## src/rtl/ram_arb_pkg.sv

```systemverilog
// Shared definitions for the two-port RAM arbiter.
//   arb_state_e : arbiter FSM state encoding
//   PORT0/PORT1 : port index constants, used for last-grant and read tagging
package ram_arb_pkg;

  typedef enum logic [1:0] {
    ST_RR    = 2'd0,
    ST_LOCK0 = 2'd1,
    ST_LOCK1 = 2'd2
  } arb_state_e;

  localparam logic PORT0 = 1'b0;
  localparam logic PORT1 = 1'b1;

endpackage

```

## src/rtl/ram_arbiter_rr_pick2.sv

```systemverilog
// Two-input round-robin picker.
//   req[1:0] : request vector (bit N = port N)
//   last     : index of the port granted most recently
//   gnt[1:0] : one-hot grant; on a tie the port not granted last wins
module rr_pick2
  import ram_arb_pkg::*;
(
  input  logic [1:0] req,
  input  logic       last,
  output logic [1:0] gnt
);

  always_comb begin
    gnt = 2'b00;
    case (req)
      2'b01:   gnt = 2'b01;
      2'b10:   gnt = 2'b10;
      2'b11:   gnt = (last == PORT1) ? 2'b01 : 2'b10;
      default: gnt = 2'b00;
    endcase
  end

endmodule

```

## src/rtl/ram_arbiter.sv

```systemverilog
// Shares one single-port RAM (1-cycle registered read, read-before-write)
// between two requesters, one access per cycle.
//
// state    | meaning
// ---------+-----------------------------------------------------------
// ST_RR    | round-robin between both ports
// ST_LOCK0 | port 0 owns the RAM for a burst; port 1 waits
// ST_LOCK1 | port 1 owns the RAM for a burst; port 0 waits
//
// Ports:
//   clk, rstn                     : clock, async active-low reset
//   pN_req/we/lock/addr/wdata     : port N request and access fields
//   pN_gnt                        : combinational accept of port N's request
//   pN_rvalid, pN_rdata           : read return for port N (rdata = ram_dout)
//   ram_addr, ram_we, ram_din     : RAM controls, muxed from the granted port
//   ram_dout                      : registered RAM read data
module ram_arbiter
  import ram_arb_pkg::*;
#(
  parameter int addr_width = 8,
  parameter int data_width = 8
) (
  input  logic                  clk,
  input  logic                  rstn,
  input  logic                  p0_req,
  input  logic                  p0_we,
  input  logic                  p0_lock,
  input  logic [addr_width-1:0] p0_addr,
  input  logic [data_width-1:0] p0_wdata,
  output logic                  p0_gnt,
  output logic                  p0_rvalid,
  output logic [data_width-1:0] p0_rdata,
  input  logic                  p1_req,
  input  logic                  p1_we,
  input  logic                  p1_lock,
  input  logic [addr_width-1:0] p1_addr,
  input  logic [data_width-1:0] p1_wdata,
  output logic                  p1_gnt,
  output logic                  p1_rvalid,
  output logic [data_width-1:0] p1_rdata,
  output logic [addr_width-1:0] ram_addr,
  output logic                  ram_we,
  output logic [data_width-1:0] ram_din,
  input  logic [data_width-1:0] ram_dout
);

  arb_state_e            state_q, state_d;
  logic                  last_gnt_q, last_gnt_d;
  logic                  rd_pend_q, rd_pend_d;
  logic                  rd_tag_q, rd_tag_d;
  logic [addr_width-1:0] addr_q, addr_d;
  logic [1:0]            rr_gnt;
  logic [1:0]            gnt;

  rr_pick2 u_pick (
    .req  ({p1_req, p0_req}),
    .last (last_gnt_q),
    .gnt  (rr_gnt)
  );

  always_comb begin
    state_d    = state_q;
    last_gnt_d = last_gnt_q;
    rd_pend_d  = 1'b0;
    rd_tag_d   = rd_tag_q;
    addr_d     = addr_q;
    gnt        = 2'b00;

    // A locked port keeps the RAM; if it drops its request the other port
    // is served in the same cycle so the release costs no bubble.
    case (state_q)
      ST_LOCK0: gnt = p0_req ? 2'b01 : (p1_req ? 2'b10 : 2'b00);
      ST_LOCK1: gnt = p1_req ? 2'b10 : (p0_req ? 2'b01 : 2'b00);
      default:  gnt = rr_gnt;
    endcase

    // Requests are ignored while reset is asserted.
    if (!rstn) gnt = 2'b00;

    if (gnt[0]) begin
      addr_d     = p0_addr;
      last_gnt_d = PORT0;
      rd_pend_d  = ~p0_we;
      rd_tag_d   = PORT0;
      state_d    = p0_lock ? ST_LOCK0 : ST_RR;
    end else if (gnt[1]) begin
      addr_d     = p1_addr;
      last_gnt_d = PORT1;
      rd_pend_d  = ~p1_we;
      rd_tag_d   = PORT1;
      state_d    = p1_lock ? ST_LOCK1 : ST_RR;
    end else begin
      state_d    = ST_RR;
    end
  end

  always_ff @(posedge clk or negedge rstn) begin
    if (!rstn) begin
      state_q    <= ST_RR;
      last_gnt_q <= PORT1;
      rd_pend_q  <= 1'b0;
      rd_tag_q   <= PORT0;
      addr_q     <= '0;
    end else begin
      state_q    <= state_d;
      last_gnt_q <= last_gnt_d;
      rd_pend_q  <= rd_pend_d;
      rd_tag_q   <= rd_tag_d;
      addr_q     <= addr_d;
    end
  end

  // With no grant the address holds the last granted value.
  assign ram_addr  = addr_d;
  assign ram_we    = (gnt[0] & p0_we) | (gnt[1] & p1_we);
  assign ram_din   = gnt[1] ? p1_wdata : p0_wdata;

  assign p0_gnt    = gnt[0];
  assign p1_gnt    = gnt[1];
  assign p0_rvalid = rd_pend_q & (rd_tag_q == PORT0);
  assign p1_rvalid = rd_pend_q & (rd_tag_q == PORT1);
  assign p0_rdata  = ram_dout;
  assign p1_rdata  = ram_dout;

endmodule

```

## config.mk

```make
export PLATFORM = sky130hd
export DESIGN_NAME = ram_arbiter
export DESIGN_NICKNAME = d
export VERILOG_FILES = /design/src/rtl/ram_arb_pkg.sv /design/src/rtl/ram_arbiter_rr_pick2.sv /design/src/rtl/ram_arbiter.sv
export SDC_FILE = /design/constraint.sdc
export NUM_CORES = 1
export LEC_CHECK = 0
export CORE_MARGIN = 3
export CORE_UTILIZATION = 30
export DETAILED_ROUTE_END_ITERATION = 12
export PLACE_DENSITY_LB_ADDON = 0.05
export SETUP_SLACK_MARGIN = 0.5
export SYNTH_ARGS = -nofsm -noshare
export SYNTH_HDL_FRONTEND = slang
export SYNTH_SLANG_ARGS = --single-unit
```

## constraint.sdc

```tcl
create_clock -name clk -period 2.2 [get_ports clk]
set_input_delay 0.44 -clock clk [delete_from_list [all_inputs] [get_ports clk]]
set_output_delay 0.44 -clock clk [all_outputs]
set_load 0.1 [all_outputs]
```

* Word-level counts from Yosys, hierarchy flattened
Cells that the tools add are included.
** Cells by class
- Bitwise operators :: 8
- Multiplexer cells :: 19
- Eq/ne operators :: 5
- Reduce and logical (&&, ||, !) cells :: 1
** Operator list (count)
- $mux 8 :: 3
- $mux 2 :: 8
- $eq 2x2->1 const B :: 3
- $mux 1 :: 6
- $pmux 2 s3 :: 1
- $and 1x1->1 :: 4
- $eq 2x1->1 const B :: 2
- $pmux 2 s2 :: 1
- $not 1->1 :: 3
- $reduce_bool 2->1 :: 1
- $or 1x1->1 :: 1
** Word-level totals
- Output and inout port bits :: 37
- Word-level logic and storage cells :: 38
- Flip-flop bits (word level) :: 13
- Bits of input ports :: 48

* Depth between registers and ports, before layout
Gate-level depths: netlist (run 1).
- Depth after elaboration :: 6
- Gate-level depth with buffers :: 7
- Gate-level depth less buffers :: 6

* By module
Synthesis (run 1) repeated with hierarchy kept, for this count alone.
** Unflattened totals
- Cells, all modules :: 106
- Area total of the unflattened synthesis :: 993.5 µm²
** By module, submodules not included
- ram_arbiter :: sequential area each 326.6 µm², area an instance 974.7 µm², times used 1, cells each 103
- rr_pick2 :: sequential area each 0.0 µm², area an instance 18.8 µm², times used 1, cells each 3

* Worst setup path after synthesis (run 1)
Ideal clock, no wire load.
- Kind :: register to output
- Start :: register state_q[0]
- End :: output port ram_addr[3]
- Cell stages (with the launch flop) :: 8
- Arrival :: 3.086 ns
- Data required time :: 1.760 ns
- Slack :: -1.326 ns
- Buffers on the path :: 1
- Cells stage by stage :: dfrtp_1 > inv_1 > ha_1 > nand2b_1 > a31oi_4 > buf_6 > mux2i_1 > a21oi_1
** On the way
- Cells in the longest elaborated chain, start to end :: 5
- Elaborated cells between the ends (all ways) :: 6
- Those cells by class :: 2 x eq/ne; 4 x mux
** RTL lines
- start, declared :: line ram_arbiter.sv:47 : arb_state_e state_q, state_d;
- start signal, assigned :: line ram_arbiter.sv:105 : state_q <= state_d;
- $eq 2x2->1 / $eq 2x1->1 (equally long branches) :: line ram_arbiter.sv:71 : case (state_q)
- $pmux 2 s2 * :: line ram_arbiter.sv:71
- $mux 2 * :: line ram_arbiter.sv:78 : if (!rstn) gnt = 2'b00;
- named net p1_gnt :: line ram_arbiter.sv:38 : output logic p1_gnt,
- $mux 8 * :: line ram_arbiter.sv:86 : end else if (gnt[1]) begin
- $mux 8 * :: line ram_arbiter.sv:80 : if (gnt[0]) begin
- end, declared :: line ram_arbiter.sv:41 : output logic [addr_width-1:0] ram_addr,
The timed path passes the listed nets; every way through them passes the cells marked *.

* Worst setup path after layout (run 1)
- Start :: input port p0_req
- End :: output port ram_addr[5]
** On the way
- Cells in the longest elaborated chain, start to end :: 6
- Elaborated cells between the ends (all ways) :: 11
- Those cells by class :: 3 x eq/ne; 8 x mux
** RTL lines
- start, declared :: line ram_arbiter.sv:25 : input logic p0_req,
- $eq 2x2->1 / $eq 2x1->1 (equally long branches) :: line ram_arbiter_rr_pick2.sv:15 : case (req)
- $pmux 2 s3 :: line ram_arbiter_rr_pick2.sv:15
- $pmux 2 s2 * :: line ram_arbiter.sv:71
- $mux 2 * :: line ram_arbiter.sv:78
- $mux 8 :: line ram_arbiter.sv:86
- $mux 8 * :: line ram_arbiter.sv:80
Every way passes the cells marked *; elsewhere a longest branch is shown, timed or not.

==> flow_summary.yaml, run 1 <==
run_status:
  status: "finished with violations"
  violations: "negative setup slack"
final_layout:
  antenna_cells: 0
  finalNetCount: 194
  drive_gt1_frac: 0.5245
  synthToLayoutAreaGrowth_pct: 122.0
  final_cell_mix: "clkdlybuf4s50_1, buf_12, dfrtp_1, nor2_1"
  instances_no_fill: 174
  post-route-cell-area_sq_um: 2047
  fin_util: 0.7175
  final_common_cell: "clkdlybuf4s50_1"
place:
  gp_congestion: 0.7268
  io_buffer_count: 60
  placed_area_sq_um: 1838
  dp_worst_setup_slack_ns: -0.3268
  place_hpwl_um: 2014
  dpl.cell_count: 168
timing:
  slew_headroom: 0.8129
  hold_violations: 0
  setup_slack_ns: -0.3164
  setup_tns_ns: -5.294
  setup_viol: 19
  worst_slew_pin_slew_ns: 0.2830
  clock_skew_ns: 0.002051
  timing.final.crit_share: 1.144
  period_needed_ns: 2.516
  finalHoldWorstSlack_ns: 0.2851
  rsz0062_at_grt: "yes"
  finalMaxSlewViolations: 0
  max_freq_mhz: 397.4
die:
  start_util: 0.3232
  die_width_um: 61.44
  io_pins: 85
  dieArea_sq_um: 3775
  die_h_um: 61.44
  rows: 19
  core_sq_um: 2853
power_and_ir_drop:
  finalPower_mw: 1.792
  vdd_drop_max_uv: 684.0
  p_per_area_nw_per_um2: 875.5
  leakage_nw: 0.8356
critical_path:
  arrival_ns: 2.08
  cp_max_fo: 8
  cp.required_ns: 1.76
  cp_num_buf_inv: 3
  critPathLaunchType: "primary input"
  crit_chain: "clkdlybuf4s50_1 -> o311ai_2 -> a21o_1 -> bufbuf_16 -> a21oi_4 -> buf_12"
  path_class: "primary input to primary output"
  cp_top_family: "buffers and inverters"
  endpoint_kind: "primary output"
  critPathSlowestCell: "clkdlybuf4s50_1"
  slowest_delay_ns: 0.57
routing:
  remaining_drc_errors: 0
  drt-initial-drc-count: 29
  routedWlPerCell_um: 15.74
  vias: 837
  viasPerCell: 4.810
  drtPass1Iterations: 4
  wl_um: 2739
  ant_nets: 0
global_route:
  grt_pass1_wl_um: 4022
  overflow: 0
  grt_pass1_vias: 868
  grt_max_degree: 13
  antenna_found_initial: 0
  grtUsageTotal: 0.1427
cts:
  clock_latency_ns: 0.26
  cts-htree-levels: 1
  clock-sinks: 13
  cts_tree: "yes"
  cts-root-buf: "clkbuf_4"
  cts.reportedPaths.clkPinSlew_ns: 0.08
  cts_made_buffers: 3
  cts_hold_buf: 0
  cts_max_path_buffers: 2
yosys:
  synth-seq-cells: 13
  postSynthAreaPerCell_sq_um: 10.48
  yosysTopAreaCell: "dfrtp_1"
  ys_top_cells_by_area: "dfrtp_1, buf_4, mux2i_1"
  synthesis.area_sq_um: 922.1
  syn_nets: 138
  ys_seq_area_frac: 0.3541
  yosys_warnings: 0
  synth_top_area_frac: 0.3256
  syn_inst: 88
  synth.distinct_cells: 26
hold_path:
  min_path_type: "primary input to asynchronous set/reset pin"
job:
  maxCapViolCount: 0
==> what timing repair did <==
action	in CTS	in global routing
cloned	1	0
setup endpoints to repair	32	32
gates resized for setup	10	19
setup buffers	0	1
pin swaps	2	4
==> area by class of cell <==
cell class,count,area [sq um]
clock buffer,4,26.28
fill,210,805.8
inverter,3,18.77
multi-input combinational,52,693.2
sequential,13,326.6
tap,31,38.79
timing repair buffer,71,943.4
==> logic make-up (layout without fill, tap and decap cells) <==
group,Yosys count,in the layout,share of synthesized area
buf+inv,23,78,0.1859
compound gates,14,14,0.1181
flops,13,13,0.3541
mux,17,17,0.2198
simple gates,19,19,0.09498
fa+ha+maj,2,2,0.02713
==> cell usage after synthesis <==
library cell and number:
buf_4 16, dfrtp_1 12, nor2_1 12, mux2i_1 9, a21oi_1 8, mux2_4 6
and2_1 2, ha_1 2, inv_1 2, mux2_2 2, nand2b_1 2, a21o_1 1
a22o_1 1, a31oi_4 1, and3_2 1, buf_12 1, buf_2 1, buf_6 1
clkbuf_1 1, dfstp_2 1, inv_2 1, nand2_1 1, nor2b_1 1, o22ai_1 1
o311ai_1 1, o311ai_2 1
==> sequential cells by signal, summed over array words and instances (netlist names) <==
register,count
last_gnt_q,1
rd_tag_q,1
addr_q,8
state_q,2
rd_pend_q,1
==> worst paths after layout <==
| kind | slack [ns] | cells past startpoint | to | start |
|---|---|---|---|---|
| max | -0.32 | 6 | ram_addr[5] | p0_req |
| min | 0.29 | 2 | addr_q[2]$_DFF_PN0_ | rstn |
| max reg2reg | 0.32 | 9 | state_q[0]$_DFF_PN0_ | state_q[0]$_DFF_PN0_ |
| min reg2reg | 0.59 | 2 | rd_tag_q$_DFFE_PN0P_ | rd_tag_q$_DFFE_PN0P_ |
| max in group asynchronous | 1.63 | 2 | last_gnt_q$_DFFE_PN1P_ | rstn |
| min in group clk | 0.59 | 2 | rd_tag_q$_DFFE_PN0P_ | rd_tag_q$_DFFE_PN0P_ |
==> routing by layer <==
metal  up-vias  share of wire  track usage
met2        52           0.50       0.2311
met3         6           0.12      0.04403
li1        396              -            -
met4         0         0.0088      0.05152
met1       383           0.37       0.1795
met5         -              0            0
==> report_power, final <==
group	total, mW	leakage, nW	switching (mW)	internal (mW)
combinational	1.30	0.668	0.751	0.547
sequential	0.351	0.152	0.0476	0.303
clock	0.143	0.0150	0.0729	0.0699
No activity file was read; power rests on OpenSTA's default activity.
==> inputs of run 2 (changes only) <==
==> constraint.sdc (replaced) <==
create_clock -name clk -period 2.5 [get_ports clk]
set_input_delay 0.5 -clock clk [delete_from_list [all_inputs] [get_ports clk]]
set_output_delay 0.5 -clock clk [all_outputs]
set_load 0.1 [all_outputs]
==> run 2 against run 1 <==
- the flow still finishes with violations (negative setup slack)
- largest cell class unchanged
- critical path depth up 2
- hold slack better by 0.059 ns
- sequential share of layout area up 0.12 points
- cell area down 0.73%
- clock power down 11%
==> flow_summary.yaml, run 2 (synthesis results as in run 1) <==
critical_path:
  worstReg2RegStart: "state_q[0]$_DFF_PN0_"
  path_class: "flip-flop to primary output"
  slowest_delay_ns: 0.39
  cp_num_buf_inv: 3
  arrival_ns: 2.13
  crit_start: "state_q[0]$_DFF_PN0_"
  critPathLaunchType: "flip-flop"
  cp_max_fo: 5
  critPathSlowestCell: "dfrtp_1"
  cp.required_ns: 2.00
  endpoint_kind: "primary output"
  crit_chain: "inv_2 -> ha_4 -> nand2b_4 -> a31oi_4 -> buf_8 -> mux2i_4 -> a21oi_4 -> buf_12"
  cp_top_family: "buffers and inverters"
final_layout:
  instances_no_fill: 177
  drive_gt1_frac: 0.5068
  reg_top3: "addr_q (8), state_q (2)"
  fill_cells: 204
  post-route-cell-area_sq_um: 2032
  final_cell_mix: "clkdlybuf4s50_1, buf_12, nor2_1, dfrtp_1, buf_4"
  finalNetCount: 197
  largest_register_ffs: 8
  final_common_cell: "clkdlybuf4s50_1"
  synthToLayoutAreaGrowth_pct: 120.4
  top_register: "addr_q"
  antenna_cells: 0
run_status:
  violations: "negative setup slack"
  status: "finished with violations"
power_and_ir_drop:
  leakage_nw: 0.8303
  p_per_area_nw_per_um2: 765.9
  finalPower_mw: 1.556
  vdd_drop_max_uv: 569.5
routing:
  wl_um: 2611
  drtPass1Iterations: 3
  drt-initial-drc-count: 5
  remaining_drc_errors: 0
  ant_nets: 0
  viasPerCell: 4.785
  routedWlPerCell_um: 14.75
  vias: 847
timing:
  finalMaxSlewViolations: 0
  setup_viol: 17
  setup_tns_ns: -2.077
  rsz0062_at_grt: "yes"
  slew_headroom: 0.7980
  period_needed_ns: 2.633
  setup_slack_ns: -0.1328
  hold_violations: 0
  max_freq_mhz: 379.8
  clock_skew_ns: 0.0007552
  timing.final.crit_share: 1.053
  worst_slew_pin_slew_ns: 0.3030
global_route:
  grtUsageTotal: 0.1384
  grt_pass1_wl_um: 3864
  grt_max_degree: 14
  overflow: 0
  antenna_found_initial: 0
  grt_pass1_vias: 885
place:
  gp_congestion: 0.7218
  dpl.cell_count: 167
  dp_worst_setup_slack_ns: -0.1676
  place_hpwl_um: 2058
  io_buffer_count: 60
  placed_area_sq_um: 1818
cts:
  cts-htree-levels: 1
  cts.reportedPaths.clkPinSlew_ns: 0.08
  clock_latency_ns: 0.27
  cts_max_path_buffers: 2
  clock-sinks: 13
  cts_tree: "yes"
  cts-root-buf: "clkbuf_4"
  cts_hold_buf: 0
  cts_made_buffers: 3
die:
  io_pins: 85
  start_util: 0.3232
  dieArea_sq_um: 3775
  rows: 19
  die_width_um: 61.44
  core_sq_um: 2853
  die_h_um: 61.44
job:
  maxCapViolCount: 0
hold_path:
  min_path_type: "primary input to asynchronous set/reset pin"
## run 2: cell types whose count changed in the layout (fill, tap and decap cells not counted), moves of 2 or more
| cell | change |
|---|---|
| buf_4 | +6 |
| buf_6 | -2 |
| nor2_1 | +3 |
| nor2_4 | -2 |
## run 2: worst paths after layout
kind	to	slack, ns	depth (start not counted)
setup / recovery	ram_addr[3]	-0.13	8
hold / removal	addr_q[2]$_DFF_PN0_	0.34	2
setup reg to reg	rd_pend_q$_DFF_PN0_	0.68	8
hold reg to reg	last_gnt_q$_DFFE_PN1P_	0.52	2
max in group asynchronous	last_gnt_q$_DFFE_PN1P_	1.88	2
min in group clk	last_gnt_q$_DFFE_PN1P_	0.52	2
## run 2: metal layers
metal  vias up  part of all wire  GRT usage
met2        52              0.49     0.2432
li1        404                 -          -
met1       385              0.37     0.1487
met3         6              0.13    0.05451
met5         -                 0          0
met4         0            0.0073    0.05455
## run 2: per-stage QoR
stage                     utilization  hold WS (ns)
after CTS                      0.6654        0.3351
after floorplan                     -        0.2044
after global placement         0.6373        0.5052
after global routing           0.7123        0.3367
after detailed placement       0.6373        0.5091
final                          0.7123        0.3440
## run 2: cell type report
class | instances | area (sq um) | share of cell area
timing repair buffer | 74 | 938.4 | 0.4618
multi-input combinational | 52 | 683.2 | 0.3362
sequential | 13 | 326.6 | 0.1607
tap | 31 | 38.79 | 0.01909
clock buffer | 4 | 26.28 | 0.01293
inverter | 3 | 18.77 | 0.009236
## run 2: power breakdown
part | switching (mW) | leakage (nW) | internal [mW]
registers | 0.0403 | 0.152 | 0.267
logic | 0.654 | 0.663 | 0.468
clock network | 0.0656 | 0.0150 | 0.0616
## run 2: what timing repair did
item	in CTS	in global routing
setup endpoints to repair	19	19
buffers inserted	4	1
cloned	0	1
gates resized for setup	8	14
pin swaps	0	2
==> inputs of run 3 (changes only) <==
==> constraint.sdc (replaced) <==
create_clock -name clk -period 2.5 [get_ports clk]
set_input_delay 0.5 -clock clk [delete_from_list [all_inputs] [get_ports clk]]
set_output_delay 0.5 -clock clk [all_outputs]
set_load 0.02 [all_outputs]
==> run 3 against run 2 <==
- the run still ends with negative setup slack left
- die area did not move
- global-route usage rose by 0.87 points
- clock skew rose by 0.0031 ns
- routed wire length rose by 1.5%
- total power fell by 37%
- clock power barely moved
- combinational power fell by 50%
- hold slack improved by 0.018 ns
- sequential share of layout area rose by 2.0 points
- critical endpoint is now ram_addr[2]
==> flow_summary.yaml, run 3 (synthesis results as in run 1) <==
routing:
  viasPerCell: 4.614
  remaining_drc_errors: 0
  drt-initial-drc-count: 7
  ant_nets: 0
  vias: 849
  wl_um: 2651
  routedWlPerCell_um: 14.41
  drtPass1Iterations: 3
timing:
  timing.final.crit_share: 1.056
  finalHoldWorstSlack_ns: 0.3623
  slew_headroom: 0.8225
  clock_skew_ns: 0.003811
  setup_viol: 17
  max_freq_mhz: 378.7
  setup_slack_ns: -0.1409
  hold_violations: 0
  period_needed_ns: 2.641
  rsz0062_at_grt: "yes"
  finalMaxSlewViolations: 0
  worst_slew_pin_slew_ns: 0.2621
critical_path:
  path_class: "flip-flop to primary output"
  cp_max_fo: 8
  cp.required_ns: 2.00
  endpoint_kind: "primary output"
  arrival_ns: 2.14
  critPathLaunchType: "flip-flop"
cts:
  clock_latency_ns: 0.27
  cts-root-buf: "clkbuf_4"
  cts_tree: "yes"
  cts-htree-levels: 1
  clock-sinks: 13
  cts_hold_buf: 0
  cts.reportedPaths.clkPinSlew_ns: 0.07
  cts_max_path_buffers: 2
  cts_made_buffers: 3
final_layout:
  largest_register_ffs: 8
  synthToLayoutAreaGrowth_pct: 96.06
  final_common_cell: "clkdlybuf4s50_1"
  drive_gt1_frac: 0.4771
  top_register: "addr_q"
  final_cell_mix: "clkdlybuf4s50_1, buf_6, nor2_1, dfrtp_1, buf_4"
  antenna_cells: 0
  post-route-cell-area_sq_um: 1808
  finalNetCount: 204
  reg_top3: "addr_q (8), state_q (2)"
hold_path:
  min_path_type: "primary input to asynchronous set/reset pin"
global_route:
  grt_pass1_wl_um: 4077
  grtUsageTotal: 0.1471
  grt_max_degree: 10
  grt_pass1_vias: 887
  overflow: 0
  antenna_found_initial: 0
power_and_ir_drop:
  p_per_area_nw_per_um2: 542.3
  leakage_nw: 0.7869
  vdd_drop_max_uv: 391.8
place:
  dp_worst_setup_slack_ns: -0.4998
  gp_congestion: 0.6491
  place_hpwl_um: 1968
  placed_area_sq_um: 1578
  io_buffer_count: 60
die:
  dieArea_sq_um: 3775
  io_pins: 85
  start_util: 0.3232
  die_width_um: 61.44
  core_sq_um: 2853
  rows: 19
  die_h_um: 61.44
run_status:
  status: "finished with violations"
  violations: "negative setup slack"
job:
  maxCapViolCount: 0
## run 3: changes by cell type in the layout (fill, tap and decap cells not counted), moves of 2 or more
cell             before  now
buf_6                 0   19
buf_12               21    4
a21oi_2               0    8
a21oi_4               8    0
mux2i_4               8    2
mux2i_1               1    5
buf_16                0    2
buf_2                 0    2
clkdlybuf4s50_1      37   39
mux2i_2               0    2
## run 3: per-stage QoR
stage	instances	power, mW	setup TNS, ns	util
3_3_place_gp	169	0.7679	-7.696	0.5531
5_1_grt	184	1.046	-2.867	0.6338
6_report	184	0.9804	-1.362	0.6338
2_1_floorplan	88	0.5768	0	-
4_1_cts	183	0.9656	-1.318	0.6180
3_5_place_dp	169	0.7719	-8.191	0.5531
## run 3: path summary, 6_finish.rpt
kind | start | to | slack [ns] | depth (start not counted)
worst max-delay path | state_q[1]$_DFF_PN0_ | ram_addr[2] | -0.14 | 8
worst min-delay path | rstn | addr_q[0]$_DFF_PN0_ | 0.36 | 2
worst max register to register | state_q[1]$_DFF_PN0_ | addr_q[0]$_DFF_PN0_ | 0.54 | 9
worst min register to register | last_gnt_q$_DFFE_PN1P_ | last_gnt_q$_DFFE_PN1P_ | 0.52 | 2
max in group asynchronous | rstn | last_gnt_q$_DFFE_PN1P_ | 1.95 | 2
min in group clk | last_gnt_q$_DFFE_PN1P_ | last_gnt_q$_DFFE_PN1P_ | 0.52 | 2
## run 3: timing repair
item / CTS / global route
endpoints found under the setup margin: 19 / 20
resized for setup: 110 / 12
gates cloned: 2 / 0
setup buffers: 8 / 1
endpoints found under the hold margin: 0 / 0
pin swaps: 6 / 1
## run 3: power breakdown
group / internal, mW / switching, mW / total, mW
logic: 0.324 / 0.238 / 0.562
clock network: 0.0619 / 0.0656 / 0.128
registers: 0.266 / 0.0250 / 0.291
## run 3: metal layers
layer	vias up	routed length, um	track usage
met5	-	0	0
met1	365	987	0.1643
met2	63	1296	0.2719
li1	416	-	-
met4	0	40	0.05758
met3	5	326	0.02935
## run 3: layout make-up
class,count,area [sq um]
fill,239,1045
multi-input combinational,52,536.8
timing repair buffer,81,865.8
clock buffer,4,26.28
inverter,3,13.76
sequential,13,326.6
tap,31,38.79
## run 3: critical path, stage by stage, from the launching register on
cell and delay (ns):
dfrtp_1 0.41, ha_4 0.28, o311ai_4 0.31, a31oi_4 0.09
buf_6 0.14, buf_12 0.13, mux2i_4 0.18, a21oi_2 0.18
buf_6 0.14
